## config.mk

```make
export PLATFORM = sky130hd
export DESIGN_NAME = dht11_meas_sched
export DESIGN_NICKNAME = d
export VERILOG_FILES = /design/src/rtl/dht11_pkg.sv /design/src/rtl/ms_tick_gen.sv /design/src/rtl/dht11_meas_sched.sv
export SDC_FILE = /design/constraint.sdc
export NUM_CORES = 1
export LEC_CHECK = 0
export CAP_MARGIN = 15
export CORE_UTILIZATION = 51
export CTS_CLUSTER_DIAMETER = 100
export DETAILED_ROUTE_END_ITERATION = 8
export PLACE_DENSITY = 0.75
export SKIP_CTS_REPAIR_TIMING = 1
export SLEW_MARGIN = 20
export SYNTH_ARGS = -nofsm -noshare
export SYNTH_HDL_FRONTEND = slang
export SYNTH_SLANG_ARGS = --single-unit
```

## constraint.sdc

```tcl
create_clock -name clk -period 3.9 [get_ports clk]
set_input_delay 1.17 -clock clk [delete_from_list [all_inputs] [get_ports clk]]
set_output_delay 1.17 -clock clk [all_outputs]
set_load 0.02 [all_outputs]
```

## src/rtl/dht11_pkg.sv

```systemverilog
// Shared types and helpers for the DHT11 measurement path.
// The checksum is the 8-bit wrapped sum of the four data bytes.
package dht11_pkg;
  localparam int FRAME_W = 40;

  typedef enum logic [2:0] {
    S_IDLE  = 3'd0,
    S_GAP   = 3'd1,
    S_START = 3'd2,
    S_WAIT  = 3'd3,
    S_CHECK = 3'd4
  } state_e;

  function automatic logic frame_ok(input logic [FRAME_W-1:0] f);
    logic [7:0] sum;
    sum = f[39:32] + f[31:24] + f[23:16] + f[15:8];
    return sum == f[7:0];
  endfunction
endpackage

```

## src/rtl/ms_tick_gen.sv

```systemverilog
// Free-running millisecond strobe: one-cycle pulse every CLK_HZ/1000 cycles.
module ms_tick_gen #(
  parameter int unsigned CLK_HZ = 100_000_000
) (
  input  logic clk,
  input  logic rst,
  output logic tick
);
  localparam int unsigned DIV = CLK_HZ / 1000;
  localparam int CW = (DIV > 1) ? $clog2(DIV) : 1;
  localparam logic [CW-1:0] LAST = CW'(DIV - 1);

  logic [CW-1:0] cnt_q, cnt_d;
  logic          tick_q, tick_d;

  assign cnt_d  = (cnt_q == LAST) ? '0 : cnt_q + 1'b1;
  assign tick_d = (cnt_q == LAST);

  always_ff @(posedge clk or negedge rst) begin
    if (!rst) begin
      cnt_q  <= '0;
      tick_q <= 1'b0;
    end else begin
      cnt_q  <= cnt_d;
      tick_q <= tick_d;
    end
  end

  assign tick = tick_q;
endmodule

```

## src/rtl/dht11_meas_sched.sv

```systemverilog
// DHT11 measurement scheduler: request coalescing, auto-trigger, inter-read gap,
// response timeout and checksum-verified retries feeding the display registers.
module dht11_meas_sched
  import dht11_pkg::*;
#(
  parameter int unsigned CLK_HZ         = 100_000_000,
  parameter int unsigned MIN_GAP_MS     = 2000,
  parameter int unsigned AUTO_PERIOD_MS = 5000,
  parameter int unsigned TIMEOUT_MS     = 50,
  parameter int unsigned MAX_RETRY      = 3
) (
  input  logic               clk,
  input  logic               rst,
  input  logic               req,
  input  logic               auto_en,
  output logic               dht_start,
  input  logic               dht_done,
  input  logic [FRAME_W-1:0] dht_frame,
  output logic [7:0]         hum_int,
  output logic [7:0]         tmp_int,
  output logic               data_valid,
  output logic               err,
  output logic               busy,
  output logic [2:0]         state
);
  // Gap and timeout are measured in cycles so the minimum holds exactly,
  // independent of where the free-running ms strobe happens to be.
  localparam int unsigned CYC_MS  = CLK_HZ / 1000;
  localparam int unsigned GAP_CYC = MIN_GAP_MS * CYC_MS;
  localparam int unsigned TO_CYC  = TIMEOUT_MS * CYC_MS;
  localparam int GW = $clog2(GAP_CYC + 1);
  localparam int TW = $clog2(TO_CYC + 1);
  localparam int AW = $clog2(AUTO_PERIOD_MS + 1);
  localparam logic [GW-1:0] GAP_MAX  = GW'(GAP_CYC);
  localparam logic [TW-1:0] TO_LAST  = TW'(TO_CYC - 1);
  localparam logic [AW-1:0] AUTO_MAX = AW'(AUTO_PERIOD_MS);
  localparam logic [2:0]    MAX_R    = 3'(MAX_RETRY);

  state_e             state_q, state_d;
  logic [GW-1:0]      gap_q, gap_d;
  logic [TW-1:0]      to_q, to_d;
  logic [AW-1:0]      auto_q, auto_d;
  logic [2:0]         attempt_q, attempt_d;
  logic               pending_q, pending_d;
  logic [FRAME_W-1:0] frame_q, frame_d;
  logic [7:0]         hum_q, hum_d, tmp_q, tmp_d;
  logic               valid_q, valid_d, err_q, err_d;
  logic               tick, auto_fire, fail;

  ms_tick_gen #(.CLK_HZ(CLK_HZ)) u_tick (.clk(clk), .rst(rst), .tick(tick));

  assign auto_fire = auto_en && (auto_q == AUTO_MAX) && (state_q == S_IDLE);
  assign gap_d  = (state_q == S_START) ? '0 : (gap_q == GAP_MAX) ? gap_q : gap_q + 1'b1;
  assign to_d   = (state_q == S_WAIT) ? to_q + 1'b1 : '0;
  assign auto_d = (state_q != S_IDLE) ? '0 :
                  (tick && auto_q != AUTO_MAX) ? auto_q + 1'b1 : auto_q;

  always_comb begin
    state_d   = state_q;
    attempt_d = attempt_q;
    frame_d   = frame_q;
    hum_d     = hum_q;
    tmp_d     = tmp_q;
    valid_d   = valid_q;
    err_d     = err_q;
    fail      = 1'b0;
    case (state_q)
      S_IDLE: if (pending_q || req || auto_fire) begin
        state_d   = S_GAP;
        attempt_d = '0;
      end
      S_GAP:   if (gap_q == GAP_MAX) state_d = S_START;
      S_START: state_d = S_WAIT;
      S_WAIT: begin
        // a done coinciding with the timeout still counts as a response
        if (dht_done) begin
          frame_d = dht_frame;
          state_d = S_CHECK;
        end else if (to_q == TO_LAST) begin
          fail = 1'b1;
        end
      end
      S_CHECK: begin
        if (frame_ok(frame_q)) begin
          hum_d   = frame_q[39:32];
          tmp_d   = frame_q[31:24];
          valid_d = 1'b1;
          err_d   = 1'b0;
          state_d = S_IDLE;
        end else begin
          fail = 1'b1;
        end
      end
      default: state_d = S_IDLE;
    endcase
    if (fail) begin
      if (attempt_q < MAX_R) begin
        attempt_d = attempt_q + 3'd1;
        state_d   = S_GAP;
      end else begin
        err_d   = 1'b1;
        state_d = S_IDLE;
      end
    end
  end

  // Requests arriving while busy fold into a single follow-up measurement.
  assign pending_d = (state_q == S_IDLE && state_d != S_IDLE) ? 1'b0
                   : (pending_q || req || auto_fire);

  always_ff @(posedge clk or negedge rst) begin
    if (!rst) begin
      state_q   <= S_IDLE;
      gap_q     <= '0;
      to_q      <= '0;
      auto_q    <= '0;
      attempt_q <= '0;
      pending_q <= 1'b0;
      frame_q   <= '0;
      hum_q     <= '0;
      tmp_q     <= '0;
      valid_q   <= 1'b0;
      err_q     <= 1'b0;
    end else begin
      state_q   <= state_d;
      gap_q     <= gap_d;
      to_q      <= to_d;
      auto_q    <= auto_d;
      attempt_q <= attempt_d;
      pending_q <= pending_d;
      frame_q   <= frame_d;
      hum_q     <= hum_d;
      tmp_q     <= tmp_d;
      valid_q   <= valid_d;
      err_q     <= err_d;
    end
  end

  assign dht_start  = (state_q == S_START);
  assign busy       = (state_q != S_IDLE);
  assign state      = state_q;
  assign hum_int    = hum_q;
  assign tmp_int    = tmp_q;
  assign data_valid = valid_q;
  assign err        = err_q;
endmodule

```

Word-level counts from Yosys, hierarchy flattened --
Index checks and enable logic that the tools add are counted.
Word-level totals: logic and storage cells 71, bits of input ports 45, bits in registers 147
Operators by class: reduce and logical (&&, ||, !) cells 12, mux-type cells 26, $lt $le $gt $ge 1, add/sub/neg operators 8, eq/ne operators 11
Operators with widths (count):
- 2-to-1 mux 28 bit | 2
- adder 28 x 1 -> 28 bit (second input constant) | 1
- equality test 28 bit (second input constant) | 1
- 2-to-1 mux 3 bit | 9
- 2-to-1 mux 13 bit | 2
- adder 8 bit | 3
- adder 23 x 1 -> 23 bit (second input constant) | 1
- equality test 23 bit (second input constant) | 1
- 2-to-1 mux 23 bit | 1
- adder 17 x 1 -> 17 bit (second input constant) | 1
- equality test 17 bit (second input constant) | 1
- 2-to-1 mux 17 bit | 1
- one-hot mux 3 bit (5 select lines) | 1
- adder 13 x 1 -> 13 bit (second input constant) | 1
- equality test 13 bit (second input constant) | 1
- != test 13 bit (second input constant) | 1
- 2-to-1 mux 1 bit | 9
- equality test 8 bit | 1
- equality test 3 x 2 -> 1 bit (second input constant) | 2
- nonzero test 3 bit | 2
- logical AND 1 bit | 4
- AND reduction 2 bit | 2
- adder 3 x 1 -> 3 bit (second input constant) | 1
- equality test 3 x 1 -> 1 bit (second input constant) | 1
- other kinds (7) | 8

Longest topological paths before layout --
depth in word-level cells 10, gate-level depth with buffers 13, gate-level depth less buffers 12

Hierarchy --
A second synthesis with hierarchy kept.
Second synthesis, totals: cells, all modules 641, area total of the unflattened synthesis 7108.1 sq um
By module, submodules not included:
- dht11_meas_sched | area each 6289.8 sq um, cells an instance 566, times used 1, sequential area each 3228.1 sq um
- ms_tick_gen | area each 818.3 sq um, cells an instance 75, times used 1, sequential area each 450.4 sq um

Least setup slack after synthesis --
Ideal clock, no wire load.
kind register -> register, start reg frame_q[9], end reg hum_q[0], in the netlist hum_int[0], arrival time 3.790 ns, path buffers 1, stages on the path, launching flop included 14, data required time 3.775 ns, setup time 0.125 ns, setup slack -0.014 ns, cell sequence dfrtp_1 fa_1 inv_1 fa_1 inv_1 ha_1 fa_1 a21o_1 a21oi_1 o21ai_0 xnor2_1 nor4_4 buf_6 mux2_2
On the way: longest elaborated chain between the ends 3
RTL lines:
- start: declaration | RTL line dht11_meas_sched.sv:45 | logic [FRAME_W-1:0] frame_q, frame_d;
- start signal: assignment | RTL line dht11_meas_sched.sv:131 | frame_q <= frame_d;
- adder 8 bit | RTL line dht11_pkg.sv:16 | sum = f[39:32] + f[31:24] + f[23:16] + f[15:8];
- equality test 8 bit | RTL line dht11_pkg.sv:17 | return sum == f[7:0];
- AND reduction 2 bit (no source line)
- end signal: assignment | RTL line dht11_meas_sched.sv:132 | hum_q <= hum_d;
- end: declaration | RTL line dht11_meas_sched.sv:46 | logic [7:0] hum_q, hum_d, tmp_q, tmp_d;
Every way passes these cells. A chain may end at the register's enable or synchronous reset.

Final worst setup path --
start reg frame_q[17], end reg hum_q[4], in the netlist hum_int[4]
On the way: longest elaborated chain between the ends 4
RTL lines (RTL line):
- adder 8 bit (2 in a row) | dht11_pkg.sv:16
- equality test 8 bit | dht11_pkg.sv:17
- AND reduction 2 bit (no source line)
Every way passes these cells.

==> flow_metrics.tcl <==
set metrics [dict create \
    combPwrFrac 0.031 \
    io_buffer_count 67 \
    yosys-mux-area-fraction 0.08490 \
    avgSynthCellArea_sq_um 11.11 \
    drc_errors 0 \
    synth_edf_count 0 \
    fin_nets 811 \
    num_vias 4978 \
    intPower_uw 2569 \
    clk_latency_ps 430 \
    timing.rr.start "frame_q[17]" \
    netlist_top_cells_count "dfrtp_1 (147), nor2_1 (77), mux2_2 (52)" \
    rsz0062_at_grt "yes" \
    dpl.hpwl_mm 10.18 \
    antenna_found_initial 0 \
    crit_type "reg -> reg" \
    period_share 0.9852 \
    cts_tree "done" \
    switching_share 0.2046 \
    final_core_utilization 0.6543 \
    synth_flop_cell "dfrtp_1" \
    clock_skew_ps 8.905 \
    crit_path_start_kind "flop" \
    crit_fanout 8 \
    syn2layout_area_growth_pct 23.40 \
    ir_worst_vdd_mv 0.3201 \
    clock_path_buffers 2 \
    cp-startpoint "frame_q[17]" \
    yosys.area.top_type "dfrtp_1" \
    synthXorXnorAreaFrac 0.09823 \
    endpoint "hum_int[4]" \
    grt_pass1_vias 5089 \
    ant_nets 0 \
    rows 42 \
    synth_most_common_cell "dfrtp_1" \
    die_area_sq_um 14460 \
    post-place-ws_ps 42.08 \
    r2r_slack_ps 60 \
    maxSlewViolCount 0 \
    ys_ff_latch 147 \
    cts-root-buf "clkbuf_16" \
    synth_compound_area_frac 0.04701 \
    diodes 0 \
    ys_warn_count 0 \
    finalWirelength_mm 14.53 \
    topRoutingLayerUsed "met4" \
    yosysUniqueCellTypes 53 \
    end_kind "flop" \
    cts-buffers-inserted 17 \
    wl_met1_mm 6.531 \
    slowest_delay_ps 540 \
    pwr-share-seq 0.475 \
    leakagePower_uw 0.003975 \
    die_height_um 120.3 \
    drt_iter0_markers 387 \
    worstPathArrival_ps 4150 \
    cts_sinks 147 \
    setup_ws_ps 57.65 \
    powerDensity_nw_per_um2 366.9 \
    ioPinCount 68 \
    wl_met3_um 602 \
    outcome "finished, final reports clean" \
    slowest_stage "fa_1" \
    period_minus_slack_ps 3842 \
    fmax_ghz 0.2603 \
    yosysSeqAreaShare 0.5157 \
    grt_use_total 0.2164 \
    drive_gt1_frac 0.1545 \
    synth_top_area_frac 0.5157 \
    gp_congestion 0.8623 \
    tightest_slew_ps 875.4 \
    grt_pass1_wl_mm 24.32 \
    setup_viol 0 \
    syn-cell-area_sq_um 7133 \
    synth_fp_nets 715 \
    timing.rr.end "hum_int[4]" \
    crit_family "adder cells" \
    rr_worst_depth 13 \
    syn_inst 642 \
    cp_num_buf_inv 4 \
    synthSimpleGateAreaFrac 0.1682 \
    initial_utilization 0.5302 \
    via_per_inst 5.370 \
    async_flop_share 1.000 \
    hold_viol_final 0 \
    slew_headroom 0.4150 \
    multi_input_area_sq_um 3349 \
    overflow 0 \
    synth_fa_ha_area_frac 0.06385 \
    clkPwrFrac 0.493 \
    register_area_sq_um 3679 \
    met2WireLength_mm 7.195 \
    path_clk_slew_ps 60 \
    grt_max_degree 79 \
    maxCapViolations 0 \
    avgRoutedWirePerCell_um 15.67 \
    drt-pass1-iter-count 4 \
    synth_top_family_by_area "simple AND/OR/NAND/NOR gates" \
    yosys-top-cells-area "dfrtp_1 (52%), mux2_2 (8.2%), xor2_1 (5.3%), xnor2_1 (4.5%), nor2_1 (4.1%)" \
    crit_required_ps 4210 \
    hp-class "reg -> reg" \
    worstPathCellList "fa_1 > inv_1 > fa_1 > inv_1 > ha_2 > fa_2 > xor2_1 > nor4_1 > nand3_1 > nor4_4 > buf_4 > buf_12 > mux2_2" \
    p_sw_uw 660.8 \
    core_sq_um 13450 \
    die_w_um 120.3 \
    crit_cells 13 \
    fill_cells 1019 \
    htree_levels 4 \
]
==> kinds of logic (layout without fill, tap and decap cells) <==
family / count (synthesis) / count (layout)
buf+inv: 40 / 149
mux: 54 / 54
fa+ha+maj: 28 / 28
flops: 147 / 147
xor+xnor: 80 / 80
simple gates: 239 / 239
compound gates: 54 / 54
==> worst register-to-register path, stage by stage, from the launching register on <==
cell,delay [ps]
dfrtp_1,400
fa_1,540
inv_1,50
fa_1,470
inv_1,50
ha_2,190
fa_2,530
xor2_1,60
nor4_1,260
nand3_1,190
nor4_4,340
buf_4,180
buf_12,130
mux2_2,340
==> state kept, by name (all words and copies together), names as in the netlist <==
name,flops
gap_q,28
to_q,23
attempt_q,3
data_valid,1
u_tick.tick,1
state,3
auto_q,13
pending_q,1
err,1
tmp_int,8
frame_q,40
u_tick.cnt_q,17
hum_int,8
==> cell usage in the layout, fill, tap and decap left out, types with 20 or more instances in the layout <==
cell type	count
xor2_1	43
clkdlybuf4s50_1	66
buf_4	20
inv_1	28
dfrtp_1	147
nand2_1	43
nor2_1	77
nand3_1	27
xnor2_1	37
mux2_2	46
==> area by class of cell <==
type	count	area share
inverters	28	0.01194
clock inverters	9	0.01180
repair buffers	89	0.09851
flip-flops and latches	147	0.4179
multi-input cells	455	0.3805
clock buffers	23	0.05430
well taps	176	0.02502
==> stage by stage <==
stage                     instance area (sq um)  total power, uW  hold slack, ps  std cells  setup TNS, ps
after floorplan                            7139             1578           424.5        642              0
after global placement                     8102             1664           439.3        887              0
after detailed placement                   8102             1665           445.0        887              0
after CTS                                  8683             3262           452.7        919              0
after global routing                       8802             3335           477.5        927          -1511
final                                      8802             3229           447.2        927              0
==> routing by layer <==
metal / vias up / global-route usage
li1: 2386 / -
met1: 2470 / 0.2864
met2: 108 / 0.3466
met3: 14 / 0.05849
met4: 0 / 0.06944
met5: - / 0
==> how the worst min path moves through the flow <==
stage / startpoint / end / slack (ps) / cells past startpoint
after floorplan: to_q[0] / to_q[0] / 420 / 1
after global placement: to_q[0] / to_q[0] / 440 / 1
after detailed placement: to_q[0] / to_q[0] / 440 / 1
after CTS: to_q[0] / to_q[0] / 450 / 1
after global routing: to_q[0] / to_q[0] / 480 / 1
final: to_q[0] / to_q[0] / 450 / 1
==> power by group through the flow <==
stage	clock network, uW	registers [uW]	logic (uW)
floorplan	0	1560	16.4
global placement	0	1560	102
detailed placement	0	1560	104
CTS	1620	1530	104
global route	1690	1530	114
finish	1590	1530	101
No activity file was read; power rests on OpenSTA's default activity.
==> variant 1, RTL diff (config.mk and constraints unchanged) <==
`to_q` no longer has a reset.
--- a/src/rtl/dht11_meas_sched.sv
+++ b/src/rtl/dht11_meas_sched.sv
@@ -114,3 +114,2 @@
       gap_q     <= '0;
-      to_q      <= '0;
       auto_q    <= '0;
@@ -126,3 +125,2 @@
       gap_q     <= gap_d;
-      to_q      <= to_d;
       auto_q    <= auto_d;
@@ -138,2 +136,6 @@
 
+  always_ff @(posedge clk) begin
+    to_q <= to_d;
+  end
+
   assign dht_start  = (state_q == S_START);
Function: no difference found for any inputs over 10 cycles, from zero or initial values and one cycle with rst low; that may be too few to reach the edited logic, so the function may still have changed.
==> variant 1 against the original RTL <==
Sequential cell count did not move; die area down 2.3%; global-route usage rose by 0.15 points; routed wire length down 2.9%; area after synthesis fell by 2.4%; count of clock-buffer cells in the layout fell by 4; sequential share of layout area up 0.32 points; setup slack better by 0.035 ns; first-iteration DRC count fell by 31%; final area shrank 3.9%; synthesized cell count shrank 0.93%; critical path type unchanged; critical endpoint unchanged; highest routed layer unchanged.
Power is not compared: it rests on default switching activity, and its combinational part moved more than twofold at a synthesized area within 25%.
==> variant 1: results <==
timing:
  clock_skew_ns: 0.00574
  tightest_slew_ns: 0.803
  fin_hold_ws_ns: 0.476
drt:
  dr_wl_met3_um: 714
  drt_iter0_markers: 267
  vias_per_cell: 5.33
  finalWirelength_um: 14100
  num_vias: 4821
  wl_met1_um: 6160
  wl_met2_um: 6930
placement:
  dp_hpwl_um: 9910
  post-place-cells: 871
  gp_congestion: 0.863
  dpl_worst_slack_ns: 0.000188
yosys:
  synthTopCellsByCount: "124 x dfrtp_1, 84 x nor2_1, 52 x mux2_2"
  synthArstFlopShare_pct: 84.4
  ys_types: 46
  yosys-top-cells-area: "dfrtp_1 45%, mux2_2 8.4%, dfxtp_1 6.6%"
  ys_seq_area_share_pct: 51.2
  syn_nets: 709
  syn_area_per_cell_um2: 11.0
worst_setup_path:
  cp.arrival_ns: 4.11
  r2r_start: "frame_q[9]"
outcome:
  outcome: "completed"
finish:
  nNetsFinal: 789
  drive_gt1_share_pct: 14.4
grt:
  grt_pass1_wl_um: 24000
  grt_pass1_vias: 5104
  grt_max_degree: 65
  grt_usage_pct: 21.8
pwr:
  peakVddDrop_mv: 0.352
worst_hold_path:
  hold_path_end: "data_valid"
  hp-start: "data_valid"
  hold_path.class: "reg2reg"
==> variant 1: cell types whose count changed after synthesis, sizes merged, moves of 3 or more <==
| cell | unedited run | this run |
|---|---|---|
| dfrtp | 147 | 124 |
| dfxtp | 0 | 23 |
| nand3 | 27 | 38 |
| nor2 | 77 | 84 |
| or3 | 13 | 7 |
| inv | 28 | 23 |
| nor3 | 15 | 10 |
| o21ai | 20 | 15 |
| xor2 | 43 | 48 |
| nand2 | 43 | 47 |
| and2 | 8 | 5 |
| and4 | 2 | 5 |
==> variant 1: metal layers <==
| metal | GRT usage (%) | vias up |
|---|---|---|
| met5 | 0 | - |
| met4 | 9.49 | 0 |
| met3 | 6.27 | 24 |
| met2 | 36.0 | 100 |
| met1 | 26.6 | 2369 |
| li1 | - | 2328 |
==> variant 1: worst max path at each step <==
stage	endpoint	slack, ns	cells past startpoint
after floorplan	hum_int[0]	0.02	13
after global placement	hum_int[3]	0.13	13
after detailed placement	attempt_q[0]	0.0002	13
after CTS	attempt_q[0]	-0.03	13
after global routing	attempt_q[2]	-0.09	13
final	hum_int[4]	0.09	13
==> variant 1: kinds of logic after synthesis <==
family / after synthesis / synth area share [%]
AND/OR/NAND/NOR: 247 / 17.7
flip-flops: 147 / 51.2
XOR/XNOR: 83 / 10.4
multiplexers: 54 / 8.69
AO/OA/AOI/OAI: 40 / 3.41
buffers and inverters: 37 / 2.10
adder cells (fa/ha/maj): 28 / 6.54
==> variant 1: cell type report <==
type	count	area [um2]
fill	1047	4830
sequential	147	3560
multi-input combinational	452	3280
timing repair buffer	75	748
clock buffer	19	453
tap	176	220
clock inverter	13	110
inverter	23	86.3
==> variant 1: metrics by stage <==
stage / instance area, um2 / TNS, ns
after global routing: 8460 / -1.13
final: 8460 / 0
after floorplan: 6970 / 0
after CTS: 8420 / -0.0348
after global placement: 7860 / 0
after detailed placement: 7860 / 0
==> variant 1: power groups by stage <==
| stage | sequential (mW) | combinational (mW) | clock, mW |
|---|---|---|---|
| 4_1_cts | 1.74 | 0.966 | 1.57 |
| 2_1_floorplan | 1.74 | 0.700 | 0 |
| 3_5_place_dp | 1.76 | 0.945 | 0 |
| 5_1_grt | 1.76 | 1.15 | 1.63 |
| 6_report | 1.74 | 1.04 | 1.54 |
| 3_3_place_gp | 1.76 | 0.903 | 0 |
==> variant 2, RTL diff (same flow settings) <==
Without the edit above. Set the parameter `TIMEOUT_MS` to 100 (it was 50).
--- a/src/rtl/dht11_meas_sched.sv
+++ b/src/rtl/dht11_meas_sched.sv
@@ -8,3 +8,3 @@
   parameter int unsigned AUTO_PERIOD_MS = 5000,
-  parameter int unsigned TIMEOUT_MS     = 50,
+  parameter int unsigned TIMEOUT_MS     = 100,
   parameter int unsigned MAX_RETRY      = 3
Behaviour: same outputs for any inputs over 10 cycles, from zero or initial values and one cycle with rst low; that may be too few to reach the edited logic, so the function may still have changed.
==> variant 2 against the original RTL <==
Sequential cell count increased by 1; sequential share of layout area increased by 0.30 points; area after synthesis increased by 0.30%; power decreased by 1.2%; first-iteration DRC count decreased by 29%; global-route usage decreased by 0.96 points; clock skew decreased by 0.0011 ns; final area about the same; setup slack improved by 0.047 ns; routed wire length decreased by 1.7%; critical endpoint is now tmp_int[3].
==> variant 2: results <==
yosys:
  ys_types: 45
  ys_seq_area_share_pct: 51.8
outcome:
  outcome: "completed"
timing:
  slew-limit-headroom_pct: 29.0
  clock_skew_ns: 0.00777
worst_setup_path:
  endpoint: "tmp_int[3]"
  cp.arrival_ns: 4.10
  ff2ff_path_depth: 14
  worst_path_largest_cell_delay_ns: 0.57
  r2r-end: "tmp_int[3]"
finish:
  reg_top3: "frame_q x40, gap_q x28, to_q x24"
  nNetsFinal: 800
  num-fill-cells: 1043
  finalNonFillerCells: 916
  drive_gt1_share_pct: 15.0
grt:
  grt_usage_pct: 20.7
  grt_pass1_wl_um: 23300
  grt_max_degree: 119
placement:
  dpl_worst_slack_ns: -0.0588
  gp_congestion: 0.828
  post-place-cells: 879
  dp_hpwl_um: 9650
drt:
  drt_iter0_markers: 273
  finalWirelength_um: 14300
  num_vias: 4957
pwr:
  switchingPower_uw: 719
  peakVddDrop_mv: 0.320
variant 2: changes by cell type in the layout (fill, tap and decap cells not counted), moves of 8 or more:
cell / before / now
mux2_4: 6 / 16
mux2_2: 46 / 35
buf_4: 20 / 12
nor2_1: 77 / 88
or3_1: 13 / 5
variant 2: area by class of cell:
cell class                 instances  area share (%)
timing repair buffer              82            9.37
inverter                          27            1.15
tap                              176            2.50
clock buffer                      18            4.88
sequential                       148            42.1
multi-input combinational        451            38.4
clock inverter                    14            1.65
variant 2: cells by family (layout without fill, tap and decap cells):
group	count (synthesis)	in the layout	share of synthesized area (%)
mux	53	53	8.31
compound gates	42	42	3.78
simple gates	241	241	16.9
flops	148	148	51.8
fa+ha+maj	28	28	6.37
buf+inv	40	141	2.20
xor+xnor	87	87	10.7
variant 2: stage by stage:
stage,cell area (um2),TNS (ns)
6_report,8800,0
5_1_grt,8800,-2.00
4_1_cts,8660,-0.339
3_5_place_dp,8080,-0.213
3_3_place_gp,8080,0
2_1_floorplan,7150,0
variant 2: worst min path at each step:
| stage | slack, ns | end | from | depth (start not counted) |
|---|---|---|---|---|
| global route | 0.48 | u_tick.cnt_q[0] | u_tick.cnt_q[0] | 1 |
| global placement | 0.45 | u_tick.cnt_q[0] | u_tick.cnt_q[0] | 1 |
| detailed placement | 0.45 | u_tick.cnt_q[0] | u_tick.cnt_q[0] | 1 |
| CTS | 0.46 | u_tick.cnt_q[0] | u_tick.cnt_q[0] | 1 |
| floorplan | 0.43 | u_tick.cnt_q[0] | u_tick.cnt_q[0] | 1 |
| finish | 0.46 | u_tick.cnt_q[0] | u_tick.cnt_q[0] | 1 |
variant 2: routing by layer:
layer	vias up	part of all wire (%)	global-route usage (%)	routed length (um)
met4	0	0.80	8.18	115
met3	10	4.0	5.42	572
met1	2487	47	27.6	6770
met2	101	48	32.3	6830
met5	-	0	0	0
li1	2359	-	-	-
variant 2: power by group through the flow:
stage | clock, mW | combinational [mW] | sequential [mW]
3_3_place_gp | 0 | 0.0779 | 1.56
2_1_floorplan | 0 | 0.000474 | 1.56
5_1_grt | 1.68 | 0.0865 | 1.53
4_1_cts | 1.61 | 0.0796 | 1.54
6_report | 1.58 | 0.0770 | 1.54
3_5_place_dp | 0 | 0.0792 | 1.56
variant 2: worst reg2reg max path, delay by kind of cell, from the launching register on:
family / cells / cell delay, ns
muxes: 1 / 0.31
DFF: 1 / 0.40
xor gates and xnor gates: 2 / 0.27
and+or+nand+nor: 3 / 0.68
buffers and inverters: 4 / 0.42
adders and majority gates: 4 / 1.62
